## src/rtl/audio_i2s_tx.sv

```systemverilog
// I2S transmitter for a codec-mastered link: oversamples BCLK/LRCLK on CLK_48 and
// shifts stereo PCM words out on SDATA from a one-deep valid/ready holding buffer.
module audio_i2s_tx #(
    parameter int SAMPLE_WIDTH = 24,
    parameter int SYNC_STAGES  = 2,
    parameter int WDOG_CYCLES  = 256
) (
    input  logic                    CLK_48,
    input  logic                    RESETN,
    input  logic                    BCLK,
    input  logic                    LRCLK,
    input  logic [SAMPLE_WIDTH-1:0] SAMPLE_L,
    input  logic [SAMPLE_WIDTH-1:0] SAMPLE_R,
    input  logic                    SAMPLE_VALID,
    output logic                    SAMPLE_READY,
    output logic                    SDATA,
    output logic                    FRAME_START,
    output logic                    UNDERRUN,
    output logic [15:0]             UNDERRUN_CNT
);

    localparam int WDOG_W = $clog2(WDOG_CYCLES + 1);

    typedef enum logic {
        WAIT_SYNC,
        RUN
    } state_t;

    function automatic logic [15:0] sat_inc16(input logic [15:0] v);
        return (v == 16'hFFFF) ? v : v + 16'd1;
    endfunction

    logic [SYNC_STAGES-1:0]  bclk_sync;
    logic [SYNC_STAGES-1:0]  lrclk_sync;
    logic                    bclk_hist;
    logic                    fall_p1;
    logic                    lr_now_p1;
    logic                    lr_prev;
    logic                    lr_edge;
    logic [WDOG_W-1:0]       wdog;
    logic                    wdog_trip;
    state_t                  state;
    logic                    buf_full;
    logic [SAMPLE_WIDTH-1:0] buf_l;
    logic [SAMPLE_WIDTH-1:0] buf_r;
    logic [SAMPLE_WIDTH-1:0] shreg;
    logic [SAMPLE_WIDTH-1:0] right_reg;
    logic [15:0]             underrun_cnt;
    logic                    accept;
    logic                    left_start;
    logic                    consume;

    // Stage p0: pin synchronizers and BCLK history
    always_ff @(posedge CLK_48 or negedge RESETN) begin
        if (!RESETN) begin
            bclk_sync  <= '0;
            lrclk_sync <= '0;
            bclk_hist  <= 1'b0;
            fall_p1    <= 1'b0;
            lr_now_p1  <= 1'b0;
        end else begin
            bclk_sync  <= {bclk_sync[SYNC_STAGES-2:0], BCLK};
            lrclk_sync <= {lrclk_sync[SYNC_STAGES-2:0], LRCLK};
            bclk_hist  <= bclk_sync[SYNC_STAGES-1];
            // Stage p1: registered fall strobe with LRCLK captured on the same cycle
            fall_p1    <= bclk_hist & ~bclk_sync[SYNC_STAGES-1];
            lr_now_p1  <= lrclk_sync[SYNC_STAGES-1];
        end
    end

    assign lr_edge      = (lr_now_p1 != lr_prev);
    assign wdog_trip    = !fall_p1 && (wdog == WDOG_W'(WDOG_CYCLES - 1));
    assign accept       = SAMPLE_VALID && !buf_full;
    assign left_start   = fall_p1 && !wdog_trip && (state == RUN) && lr_edge && !lr_now_p1;
    // Only a full buffer can be consumed and only an empty one can accept, so the two never collide.
    assign consume      = left_start && buf_full;
    assign SAMPLE_READY = !buf_full;
    assign UNDERRUN_CNT = underrun_cnt;

    always_ff @(posedge CLK_48) begin
        if (accept) begin
            buf_l <= SAMPLE_L;
            buf_r <= SAMPLE_R;
        end
    end

    // Stage p2: slot sequencing, serializer, watchdog and handshake
    always_ff @(posedge CLK_48 or negedge RESETN) begin
        if (!RESETN) begin
            state        <= WAIT_SYNC;
            SDATA        <= 1'b0;
            FRAME_START  <= 1'b0;
            UNDERRUN     <= 1'b0;
            underrun_cnt <= '0;
            buf_full     <= 1'b0;
            shreg        <= '0;
            right_reg    <= '0;
            wdog         <= '0;
            lr_prev      <= 1'b0;
        end else begin
            FRAME_START <= 1'b0;
            UNDERRUN    <= 1'b0;

            if (consume) begin
                buf_full <= 1'b0;
            end else if (accept) begin
                buf_full <= 1'b1;
            end

            if (fall_p1) begin
                lr_prev <= lr_now_p1;
                wdog    <= '0;
            end else if (wdog != WDOG_W'(WDOG_CYCLES)) begin
                wdog <= wdog + WDOG_W'(1);
            end

            if (wdog_trip) begin
                state     <= WAIT_SYNC;
                SDATA     <= 1'b0;
                shreg     <= '0;
                right_reg <= '0;
            end else if (fall_p1) begin
                case (state)
                    WAIT_SYNC: begin
                        SDATA <= 1'b0;
                        if (lr_edge && lr_now_p1) begin
                            state <= RUN;
                        end
                    end
                    RUN: begin
                        if (lr_edge && !lr_now_p1) begin
                            SDATA       <= 1'b0;
                            FRAME_START <= 1'b1;
                            if (buf_full) begin
                                shreg     <= buf_l;
                                right_reg <= buf_r;
                            end else begin
                                shreg        <= '0;
                                right_reg    <= '0;
                                UNDERRUN     <= 1'b1;
                                underrun_cnt <= sat_inc16(underrun_cnt);
                            end
                        end else if (lr_edge) begin
                            SDATA <= 1'b0;
                            shreg <= right_reg;
                        end else begin
                            SDATA <= shreg[SAMPLE_WIDTH-1];
                            shreg <= {shreg[SAMPLE_WIDTH-2:0], 1'b0};
                        end
                    end
                    default: state <= WAIT_SYNC;
                endcase
            end
        end
    end

endmodule

```

## config.mk

```make
export PLATFORM = sky130hd
export DESIGN_NAME = audio_i2s_tx
export DESIGN_NICKNAME = d
export VERILOG_FILES = /design/src/rtl/audio_i2s_tx.sv
export SDC_FILE = /design/constraint.sdc
export NUM_CORES = 1
export LEC_CHECK = 0
export BUFFER_PORTS_ARGS = -buffer_cell sky130_fd_sc_hd__buf_4
export CAP_MARGIN = 30
export CORE_MARGIN = 4
export CORE_UTILIZATION = 61
export CTS_CLUSTER_DIAMETER = 60
export DETAILED_ROUTE_END_ITERATION = 6
export PLACE_DENSITY = 0.9
export SKIP_CTS_REPAIR_TIMING = 1
export SLEW_MARGIN = 5
export SYNTH_ARGS = -nofsm -noshare
export SYNTH_HDL_FRONTEND = slang
export SYNTH_SLANG_ARGS = --single-unit
```

## constraint.sdc

```tcl
create_clock -name CLK_48 -period 5.9 [get_ports CLK_48]
set_input_delay 0.295 -clock CLK_48 [delete_from_list [all_inputs] [get_ports CLK_48]]
set_output_delay 0.295 -clock CLK_48 [all_outputs]
set_load 0.005 [all_outputs]
```

; Yosys cells after proc, flatten, opt, wreduce, memory -nomap -nowiden
; Cells that the tools add are included.
[totals]
register_bits = 134
inputBits = 53
out_inout_bits = 20
word_cells = 83
[op_classes]
n_reduce_logical = 21
addsub = 2
mux = 33
bitwise = 6
n_eq_ne = 4
[op_table]
columns = operator, n
row1 = 24-bit two-way mux, 11
row2 = 1-bit two-way mux, 19
row3 = 9-bit two-way mux, 2
row4 = 16-bit by 1-bit adder with 16-bit output (second input constant), 1
row5 = 16-bit equality test (second input constant), 1
row6 = 2-bit nonzero test, 5
row7 = 9-bit by 1-bit adder with 9-bit output (second input constant), 1
row8 = 9-bit by 8-bit equality test with 1-bit output (second input constant), 1
row9 = 1-bit logical AND, 9
row10 = 9-bit inequality test (second input constant), 1
row11 = 6-bit AND reduction, 1
row12 = 1-bit inverter, 5
row13 = 1-bit zero test, 4
row14 = 3-bit AND reduction, 1
row15 = 1-bit one-hot mux with 2 select lines, 1
row16 = 2-bit AND reduction, 1
row17 = 1-bit AND, 1
row18 = 1-bit inequality test, 1

; Longest topological paths before layout
; Gate-level depths: netlist of the first run.
[logic_depth]
word_depth = 9
mapped_depth = 9
depth_no_buf = 8

; Worst setup path after synthesis of the first run
; OpenSTA, ideal clock, no wires.
[synth_path]
path_kind = flip-flop to flip-flop
startpoint = register buf_full
endpoint = register buf_l[0], enable pin
synth_period_minus_slack_ns = 3.073
setup_ns = 0.460
t_required_ns = 5.440
path_buffers = 0
arrival_ns = 2.613
path_slack_ns = 2.827
path_stages_with_launch = 2
path_cell_list = dfrtp_1 nor2b_1
[synth_between]
elab_chain_cells = 2
[synth_lines]
columns = item, line
row1 = start: declaration, 43  ; logic buf_full;
row2 = start signal: assignment, 95  ; buf_full <= 1'b0;
row3 = start signal: assignment, 105  ; buf_full <= 1'b0;
row4 = start signal: assignment, 107  ; buf_full <= 1'b1;
row5 = 1-bit zero test, 73  ; assign accept = SAMPLE_VALID && !buf_full;
row6 = 1-bit logical AND, 73
row7 = via accept, 49  ; logic accept;
row8 = end signal: assignment, 82  ; buf_l <= SAMPLE_L;
row9 = end: declaration, 44  ; logic [SAMPLE_WIDTH-1:0] buf_l;
; The timed path passes the listed nets, and every way through them passes these cells.
; A chain may end at the register's enable or synchronous reset.

; Final worst setup path of the first run
[layout_path]
startpoint = register wdog[0]
endpoint = register shreg[13]
[layout_between]
elab_chain_cells = 4
elab_cells_between_ends = 6
classes_between = eq/ne: 1 / mux: 1 / reduce/logical: 4
[layout_lines]
columns = item, line
row1 = start: declaration, 40  ; logic [WDOG_W-1:0] wdog;
row2 = start signal: assignment, 114  ; wdog <= wdog + WDOG_W'(1);
row3 = 9-bit by 8-bit equality test with 1-bit output *, 72  ; assign wdog_trip = !fall_p1 && (wdog == WDOG_W'(WDOG_CYCLES - 1));
row4 = 1-bit logical AND *, 72
row5 = 2-bit nonzero test (no source line), --
row6 = 2-bit AND reduction (no source line), --
row7 = end signal: assignment, 135  ; shreg <= buf_l;
row8 = end signal: assignment, 145  ; shreg <= right_reg;
row9 = end signal: assignment, 148  ; shreg <= {shreg[SAMPLE_WIDTH-2:0], 1'b0};
row10 = end: declaration, 46  ; logic [SAMPLE_WIDTH-1:0] shreg;
; Mark *: on every way between the ends. The rest lies on a longest branch, timed or not.

==> results of run 1 <==
[cells in the mapped netlist, drive strengths merged (3+ instances only)]
cell type	n
a221o	21
a31oi	3
and4	4
nor2	36
inv	8
and3	4
dfrtp	86
nor3	6
mux2i	24
nand3	14
xnor2	4
o21ai	9
nor4	5
ha	6
xor2	12
a21oi	8
nand4	5
buf	16
a22o	23
edfxtp	48
clkbuf	4
nor2b	3
nand2	13
[cell families after synthesis]
logic type	share of synthesized area, %
muxes	5.007
xor gates and xnor gates	2.633
DFF	67.51
adders and majority gates	1.410
and+or+nand+nor	10.27
AOI/OAI and AO/OA	10.13
buffers and inverters	3.032
[power by group]
group          leakage (uW)  internal (uW)  switching (uW)
sequential          0.00157           1190             168
clock              0.000265            593             381
combinational       0.00134            230             213
[per-stage QoR]
| stage | setup WS (ps) | utilization [%] | power (uW) | hold slack (ps) |
|---|---|---|---|---|
| 3_5_place_dp | 3696 | 71.26 | 1710 | 294.7 |
| 2_1_floorplan | 2827 | - | 1561 | -0.5911 |
| 4_1_cts | 3640 | 77.71 | 2677 | -236.3 |
| 6_report | 3551 | 83.83 | 2773 | 298.1 |
| 3_3_place_gp | 3593 | 70.79 | 1673 | 335.7 |
| 5_1_grt | 3385 | 83.83 | 2861 | 337.7 |
[routing by layer]
metal	GRT usage [%]	share of wire (%)
met1	29.13	37
met2	35.26	51
met3	5.028	8.4
met4	7.260	3.5
met5	0	0
[final cells by class]
| class | count | area [um2] |
|---|---|---|
| clock inverters | 12 | 112.6 |
| clock buffers | 20 | 425.4 |
| well taps | 105 | 131.4 |
| flip-flops and latches | 134 | 3593 |
| multi-input cells | 215 | 1579 |
| inverters | 8 | 30.03 |
| repair buffers | 129 | 1120 |
| fillers | 357 | 1349 |
[worst register-to-register path, cell delays in order (launching register included)]
cell	delay, ps
dfrtp_1	430
ha_1	280
nand3_1	110
nor2_1	50
ha_1	210
nor2b_1	180
a21oi_2	560
buf_6	270
a221o_1	200
[path summary, 6_finish.rpt]
| kind | from | to | slack [ps] | cells past startpoint |
|---|---|---|---|---|
| worst max register to register | wdog[0]$_DFFE_PN0P_ | shreg[13]$_DFFE_PN0P_ | 3550 | 8 |
| worst min register to register | lrclk_sync[0]$_DFF_PN0_ | lrclk_sync[1]$_DFF_PN0_ | 350 | 0 |
| max in group asynchronous | RESETN | right_reg[23]$_DFFE_PN0P_ | 5000 | 3 |
| worst min-delay path | RESETN | wdog[3]$_DFFE_PN0P_ | 300 | 2 |
| worst max-delay path | wdog[0]$_DFFE_PN0P_ | shreg[13]$_DFFE_PN0P_ | 3550 | 8 |
| min in group CLK_48 | lrclk_sync[0]$_DFF_PN0_ | lrclk_sync[1]$_DFF_PN0_ | 350 | 0 |
==> impl_metrics.py, run 1 <==
metrics = {
    "route": {
        "vias_per_cell": 6.274,
        "drc_errors": 0,
        "dr_total_vias": 3909,
        "first_pass_iters": 6,
        "drtIter0Drc": 387,
        "postRouteAntennaNets": 0,
        "wl_per_cell_um": 22.36,
        "wirelength_mm": 13.93,
    },
    "cts": {
        "clk_latency_ps": 510,
        "cts_tree": "done",
        "clkSlewWorstSetupHoldPaths_ps": 60,
        "numCtsBuffers": 17,
        "h-tree-depth": 4,
        "clk_path_buf_depth": 2,
        "cts_sinks": 134,
        "ctsRootBufferMaster": "clkbuf_8",
    },
    "global_routing": {
        "grt_pass1_vias": 3527,
        "gr-total-overflow": 0,
        "grt_pass1_wl_mm": 17.18,
        "antenna_found_initial": 0,
        "grt_use_total_pct": 21.66,
        "grt_max_degree": 51,
    },
    "critical_path": {
        "crit_type": "flip-flop to flip-flop",
        "critical-path-max-stage-delay_ps": 560,
        "cp.buffers_inverters": 1,
        "path_delay_family": "compound AO/OA/AOI/OAI gates",
        "end_kind": "flip-flop",
        "critical_path_arrival_ps": 2790,
        "cpMostUsedCell": "ha_1",
        "crit_required_ps": 6340,
        "crit_slowest_cell": "a21oi_2",
        "cp-start-kind": "flip-flop",
        "path_max_fanout": 14,
        "worstPathCellList": "ha_1 > nand3_1 > nor2_1 > ha_1 > nor2b_1 > a21oi_2 > buf_6 > a221o_1",
    },
    "power_and_ir_drop": {
        "vdd_ir_drop_max_v": 0.0002254,
        "leakagePower_uw": 0.003170,
        "power_density_nw_per_um2": 396.7,
    },
    "sta": {
        "relSlewSlack_pct": 53.65,
        "fin_crit_sh_pct": 39.81,
        "fin_setup_tns_ps": 0,
        "finClkSkew_ps": 10.64,
        "fmax_ghz": 0.4258,
        "drv_slew": 0,
        "rsz0062_at_grt": "false",
        "finalCriticalPeriod_ps": 2349,
        "hold_viol": 0,
        "setup_viol": 0,
        "tightestPinTransition_ps": 695.2,
    },
    "logic_synthesis": {
        "synth_area_leaders": "dfrtp_1 (40%), edfxtp_1 (27%), mux2i_1 (4.5%), a221o_1 (3.9%), a22o_1 (3.8%)",
        "synth_top_area_share_pct": 40.43,
        "syn_nets": 436,
        "ys_seq_area_share_pct": 67.51,
        "ys_types": 42,
        "synth_edf_count": 48,
        "synthArstFlopShare_pct": 64.18,
        "netlist_instances": 377,
        "synth_ff_type": "dfrtp_1",
        "syn_area_per_cell_um2": 14.12,
        "yosysWarningCount": 0,
        "synth-seq-cells": 134,
        "netlist_area_um2": 5323,
        "synth_top_area_cell": "dfrtp_1",
    },
    "place": {
        "io_buffer_count": 72,
        "dpl-instance-area_um2": 5943,
        "place_congestion": 0.8620,
        "hpwl_mm": 6.408,
        "place_inst": 540,
    },
    "flow_run": {
        "max_cap_violations": 0,
    },
    "floorplan": {
        "die_x_um": 101.4,
        "start_util_pct": 63.82,
        "core-area_um2": 8341,
        "ios": 73,
        "die_h_um": 101.4,
        "die_area_um2": 10280,
        "fp-row-count": 33,
    },
    "finish": {
        "drive_gt1_share_pct": 21.81,
        "instances_no_fill": 623,
        "final_cell_mix": "dfrtp_1 (86), buf_4 (76), dlygate4sd3_1 (51)",
        "fin_nets": 564,
        "final_common_cell": "dfrtp_1",
        "syn_to_final_growth_pct": 31.36,
        "antennaDiodeCount": 0,
        "finalInstanceArea_um2": 6992,
    },
    "min_path": {
        "hp-class": "primary input to async pin",
    },
    "run_status": {
        "status": "complete, no violations",
    },
}
No activity file was read; power rests on OpenSTA's default activity.
==> inputs of run 2 (changes only) <==
--- a/config.mk
+++ b/config.mk
@@ -8,10 +8,10 @@
 export BUFFER_PORTS_ARGS = -buffer_cell sky130_fd_sc_hd__buf_4
 export CAP_MARGIN = 30
 export CORE_MARGIN = 4
-export CORE_UTILIZATION = 61
+export CORE_UTILIZATION = 51
 export CTS_CLUSTER_DIAMETER = 60
 export DETAILED_ROUTE_END_ITERATION = 6
-export PLACE_DENSITY = 0.9
+export PLACE_DENSITY = 0.81
 export SKIP_CTS_REPAIR_TIMING = 1
 export SLEW_MARGIN = 5
 export SYNTH_ARGS = -nofsm -noshare
==> constraint.sdc (replaced) <==
create_clock -name CLK_48 -period 2 [get_ports CLK_48]
set_input_delay 0.1 -clock CLK_48 [delete_from_list [all_inputs] [get_ports CLK_48]]
set_output_delay 0.1 -clock CLK_48 [all_outputs]
set_load 0.005 [all_outputs]
==> run 2 against run 1 <==
First-iteration DRC count shrank 42%. Sequential share of layout area shrank 2.3 points. Core utilization shrank 12 points. Sequential power grew to 2.8 times the previous value. Highest routed layer unchanged. Hold slack lost 190 ps.
==> impl_metrics.py, run 2 (same netlist as run 1, synthesis figures left out) <==
metrics = {
    "finish": {
        "nFillCells": 619,
        "seq_area_um2": 3593,
        "final_common_cell": "buf_4",
        "final_cell_mix": "buf_4 (92), dfrtp_1 (86), dlygate4sd3_1 (51)",
        "syn_to_final_growth_pct": 37.49,
        "multiInputGateArea_um2": 1595,
        "drive_gt1_share_pct": 25.84,
        "antennaDiodeCount": 0,
        "instances_no_fill": 674,
        "fin_nets": 584,
    },
    "critical_path": {
        "cp-start-kind": "flip-flop",
        "path_max_fanout": 20,
        "crit_type": "flip-flop to flip-flop",
        "end_kind": "flip-flop",
        "crit_required_ps": 2390,
        "critical_path_arrival_ps": 2350,
    },
    "sta": {
        "fin_setup_tns_ps": 0,
        "tightestPinTransition_ps": 474.4,
        "relSlewSlack_pct": 68.37,
        "worst_slack_ps": 47.68,
        "finClkSkew_ps": 6.273,
        "fin_crit_sh_pct": 97.62,
        "hold_viol": 0,
        "setup_viol": 0,
        "holdWs_ps": 109.9,
        "fmax_ghz": 0.5122,
        "finalCriticalPeriod_ps": 1952,
        "drv_slew": 0,
    },
    "cts": {
        "cts_sinks": 134,
        "clk_latency_ps": 510,
        "h-tree-depth": 4,
        "ctsRootBufferMaster": "clkbuf_8",
        "numCtsBuffers": 17,
        "cts_tree": "done",
        "clkSlewWorstSetupHoldPaths_ps": 60,
        "clk_path_buf_depth": 2,
    },
    "floorplan": {
        "fp-row-count": 37,
        "die_h_um": 110.2,
        "ios": 73,
        "die_x_um": 110.2,
        "start_util_pct": 52.02,
        "die_area_um2": 12140,
        "core-area_um2": 10230,
    },
    "place": {
        "place_inst": 590,
        "io_buffer_count": 72,
        "place_ws_ps": 46.14,
        "hpwl_mm": 6.730,
        "place_congestion": 0.8380,
    },
    "flow_run": {
        "max_cap_violations": 0,
    },
    "route": {
        "postRouteAntennaNets": 0,
        "first_pass_iters": 4,
        "wl_per_cell_um": 17.27,
        "dr_total_vias": 3696,
        "drc_errors": 0,
        "drtIter0Drc": 224,
        "vias_per_cell": 5.484,
        "wirelength_mm": 11.64,
    },
    "global_routing": {
        "gr-total-overflow": 0,
        "grt_use_total_pct": 18.02,
        "grt_max_degree": 51,
        "grt_pass1_vias": 3514,
        "antenna_found_initial": 0,
        "grt_pass1_wl_mm": 16.68,
    },
    "power_and_ir_drop": {
        "power_uw": 8586,
        "vdd_ir_drop_max_v": 0.0007732,
        "power_density_nw_per_um2": 1173,
        "leakagePower_uw": 0.003324,
    },
    "run_status": {
        "status": "complete, no violations",
    },
    "min_path": {
        "hp-class": "primary input to async pin",
    },
}
==> run 2: final cells by class <==
cell class                      instances  share of cell area [%]
Timing Repair Buffer                  148                   17.59
Clock inverter                         15                   3.112
Tap cell                              136                   2.325
Multi-Input combinational cell        216                   21.80
Clock buffer                           17                   5.659
Inverter                                8                  0.4103
Sequential cell                       134                   49.10
==> run 2: worst max-delay path, cell delays in order (launching register included) <==
cell	delay, ps
dfrtp_1	360
ha_1	180
nand3_1	110
nor2_1	130
ha_1	210
nor2b_4	190
a21oi_2	90
buf_8	210
a221o_1	360
==> run 2: power by group <==
| part | switching [uW] | internal (uW) | leakage [uW] |
|---|---|---|---|
| logic | 629 | 776 | 0.00145 |
| registers | 338 | 3500 | 0.00157 |
| clock network | 1180 | 2160 | 0.000310 |
==> run 2: stage by stage <==
step                area (um2)  util, %
global route              7318    71.53
detailed placement        6146    60.07
finish                    7318    71.53
floorplan                 5330        -
global placement          6131    59.92
CTS                       6788    66.34
==> run 2: final timing paths <==
kind / startpoint / endpoint / cells after the start / slack [ps]
setup / recovery: wdog[1]$_DFFE_PN0P_ / shreg[17]$_DFFE_PN0P_ / 8 / 50
hold / removal: RESETN / wdog[0]$_DFFE_PN0P_ / 2 / 110
setup reg to reg: wdog[1]$_DFFE_PN0P_ / shreg[17]$_DFFE_PN0P_ / 8 / 50
hold reg to reg: bclk_sync[0]$_DFF_PN0_ / bclk_sync[1]$_DFF_PN0_ / 0 / 360
max in group asynchronous: RESETN / right_reg[23]$_DFFE_PN0P_ / 3 / 1270
min in group CLK_48: SAMPLE_VALID / buf_l[8]$_DFFE_PP_ / 3 / 190
==> run 2: per-layer routing <==
| layer | GRT usage (%) | share of wire [%] | vias to the layer above | wire length, um |
|---|---|---|---|---|
| met2 | 28.60 | 52 | 123 | 5995 |
| met5 | 0 | 0 | - | 0 |
| li1 | - | - | 1705 | - |
| met4 | 7.388 | 1.2 | 0 | 143 |
| met1 | 23.61 | 41 | 1851 | 4800 |
| met3 | 4.950 | 6.0 | 17 | 699 |
==> inputs of run 3 (changes only) <==
--- a/config.mk
+++ b/config.mk
@@ -8,10 +8,10 @@
 export BUFFER_PORTS_ARGS = -buffer_cell sky130_fd_sc_hd__buf_4
 export CAP_MARGIN = 30
 export CORE_MARGIN = 4
-export CORE_UTILIZATION = 51
+export CORE_UTILIZATION = 61
 export CTS_CLUSTER_DIAMETER = 60
 export DETAILED_ROUTE_END_ITERATION = 6
-export PLACE_DENSITY = 0.81
+export PLACE_DENSITY = 0.9
 export SKIP_CTS_REPAIR_TIMING = 1
 export SLEW_MARGIN = 5
 export SYNTH_ARGS = -nofsm -noshare
==> constraint.sdc (replaced) <==
create_clock -name CLK_48 -period 2.49 [get_ports CLK_48]
set_input_delay 0.1245 -clock CLK_48 [delete_from_list [all_inputs] [get_ports CLK_48]]
set_output_delay 0.1245 -clock CLK_48 [all_outputs]
set_load 0.005 [all_outputs]
==> run 3 against run 2 <==
Sequential share of layout area increased by 1.8 points. Count of clock-buffer cells in the layout did not move. Sequential cell count is the same. Sequential power is 16% lower. Register-to-register slack improved by 230 ps. Largest power group unchanged.
==> impl_metrics.py, run 3 (same netlist as run 1, synthesis figures left out) <==
metrics = {
    "cts": {
        "clk_path_buf_depth": 2,
        "cts_tree": "done",
        "clkSlewWorstSetupHoldPaths_ps": 70,
        "clk_latency_ps": 530,
        "numCtsBuffers": 17,
        "h-tree-depth": 4,
        "ctsRootBufferMaster": "clkbuf_8",
        "cts_sinks": 134,
    },
    "critical_path": {
        "critical_path_arrival_ps": 2620,
        "cp-start-kind": "flip-flop",
        "cpMostUsedCell": "ha_1",
        "critical-path-max-stage-delay_ps": 410,
        "r2r_cells": 8,
        "cp.buffers_inverters": 1,
        "path_max_fanout": 20,
        "end_kind": "flip-flop",
        "rrSetupSlack_ps": 270,
        "crit_type": "flip-flop to flip-flop",
        "reg2reg_from": "wdog[0]$_DFFE_PN0P_",
        "crit_required_ps": 2890,
        "reg2reg_to": "shreg[2]$_DFFE_PN0P_",
        "worstPathCellList": "ha_1 > nand3_1 > nor2_1 > ha_1 > nor2b_1 > a21oi_2 > buf_8 > a221o_1",
        "path_depth": 8,
        "path_delay_family": "simple AND/OR/NAND/NOR gates",
        "crit_slowest_cell": "dfrtp_1",
    },
    "power_and_ir_drop": {
        "combPwrFrac_pct": 15.3,
        "p_switching_uw": 1928,
        "seq_power_share_pct": 47.1,
        "clockPowerShare_pct": 37.6,
        "intPower_uw": 4889,
        "p_sw_share_pct": 28.28,
        "power_uw": 6817,
        "vdd_ir_drop_max_v": 0.0006966,
        "power_density_nw_per_um2": 964.9,
        "leakagePower_uw": 0.003198,
    },
    "finish": {
        "final_common_cell": "dfrtp_1",
        "fin_nets": 566,
        "finalInstanceArea_um2": 7066,
        "nFillCells": 359,
        "syn_to_final_growth_pct": 32.75,
        "final_cell_mix": "dfrtp_1 (86), buf_4 (78), dlygate4sd3_1 (51)",
        "antennaDiodeCount": 0,
        "drive_gt1_share_pct": 23.08,
    },
    "place": {
        "hpwl_mm": 6.552,
        "place_congestion": 0.8925,
        "io_buffer_count": 72,
        "dpl-instance-area_um2": 5962,
        "place_ws_ps": 364.3,
    },
    "min_path": {
        "hp-class": "primary input to async pin",
    },
    "sta": {
        "hold_viol": 0,
        "fin_crit_sh_pct": 88.99,
        "finClkSkew_ps": 15.83,
        "fin_setup_tns_ps": 0,
        "drv_slew": 0,
        "tightestPinTransition_ps": 660.3,
        "fmax_ghz": 0.4513,
        "rsz0062_at_grt": "false",
        "finalCriticalPeriod_ps": 2216,
        "setup_viol": 0,
        "relSlewSlack_pct": 55.98,
        "worst_slack_ps": 274.3,
    },
    "route": {
        "drc_errors": 0,
        "first_pass_iters": 5,
        "wl_per_cell_um": 21.55,
        "wirelength_mm": 13.47,
        "postRouteAntennaNets": 0,
        "dr_total_vias": 3876,
        "vias_per_cell": 6.202,
        "drtIter0Drc": 383,
    },
    "global_routing": {
        "grt_max_degree": 53,
        "grt_pass1_wl_mm": 17.39,
        "gr-total-overflow": 0,
        "grt_pass1_vias": 3539,
        "antenna_found_initial": 0,
        "grt_use_total_pct": 22.20,
    },
    "floorplan": {
        "die_x_um": 101.4,
        "ios": 73,
        "fp-row-count": 33,
        "core-area_um2": 8341,
        "start_util_pct": 63.82,
        "die_area_um2": 10280,
        "die_h_um": 101.4,
    },
    "run_status": {
        "status": "complete, no violations",
    },
    "flow_run": {
        "max_cap_violations": 0,
    },
}
==> run 3: cell count changes in the layout (fill, tap and decap cells not counted), sizes merged <==
cell	change
clkinvlp	+2
and2	-1
buf	-17
bufinv	-2
clkinv	-1
inv	+1
==> run 3: area by class of cell <==
| cell class | instances | area [um2] | share of cell area, % |
|---|---|---|---|
| clock buffers | 17 | 414.1 | 5.862 |
| clock inverters | 15 | 178.9 | 2.532 |
| inverters | 8 | 30.03 | 0.4250 |
| multi-input cells | 215 | 1579 | 22.35 |
| flip-flops and latches | 134 | 3593 | 50.86 |
| well taps | 105 | 131.4 | 1.859 |
| repair buffers | 131 | 1139 | 16.11 |
==> run 3: layer usage <==
layer  up-vias  GRT usage, %  routed length, um
met1      1946         28.71               5266
li1       1671             -                  -
met2       219         36.32               6813
met4         0         9.305                382
met5         -             0                  0
met3        40         5.234               1008
==> run 3: how the worst max path moves through the flow <==
stage | startpoint | end | slack (ps)
5_1_grt | wdog[0]$_DFFE_PN0P_ | shreg[2]$_DFFE_PN0P_ | 160
4_1_cts | wdog[0]$_DFFE_PN0P_ | shreg[13]$_DFFE_PN0P_ | 300
2_1_floorplan | buf_full$_DFFE_PN0P_ | buf_l[0]$_DFFE_PP_ | 340
6_report | wdog[0]$_DFFE_PN0P_ | shreg[2]$_DFFE_PN0P_ | 270
3_3_place_gp | wdog[0]$_DFFE_PN0P_ | shreg[19]$_DFFE_PN0P_ | 180
3_5_place_dp | wdog[0]$_DFFE_PN0P_ | shreg[19]$_DFFE_PN0P_ | 360
==> run 3: power by group through the flow <==
stage                     Clock, uW  Sequential (uW)  Combinational (uW)
final                          2560             3210                1050
after global routing           2670             3240                1130
after CTS                      2520             3150                 925
after detailed placement          0             3160                 906
after global placement            0             3140                 832
after floorplan                   0             3050                 643
==> run 3: metrics by stage <==
step | hold WS [ps] | util, % | cells
3_5_place_dp | 105.0 | 71.48 | 542
2_1_floorplan | -171.1 | - | 377
3_3_place_gp | 236.1 | 70.97 | 540
5_1_grt | 156.8 | 84.71 | 625
6_report | 126.8 | 84.71 | 625
4_1_cts | -431.7 | 78.59 | 574
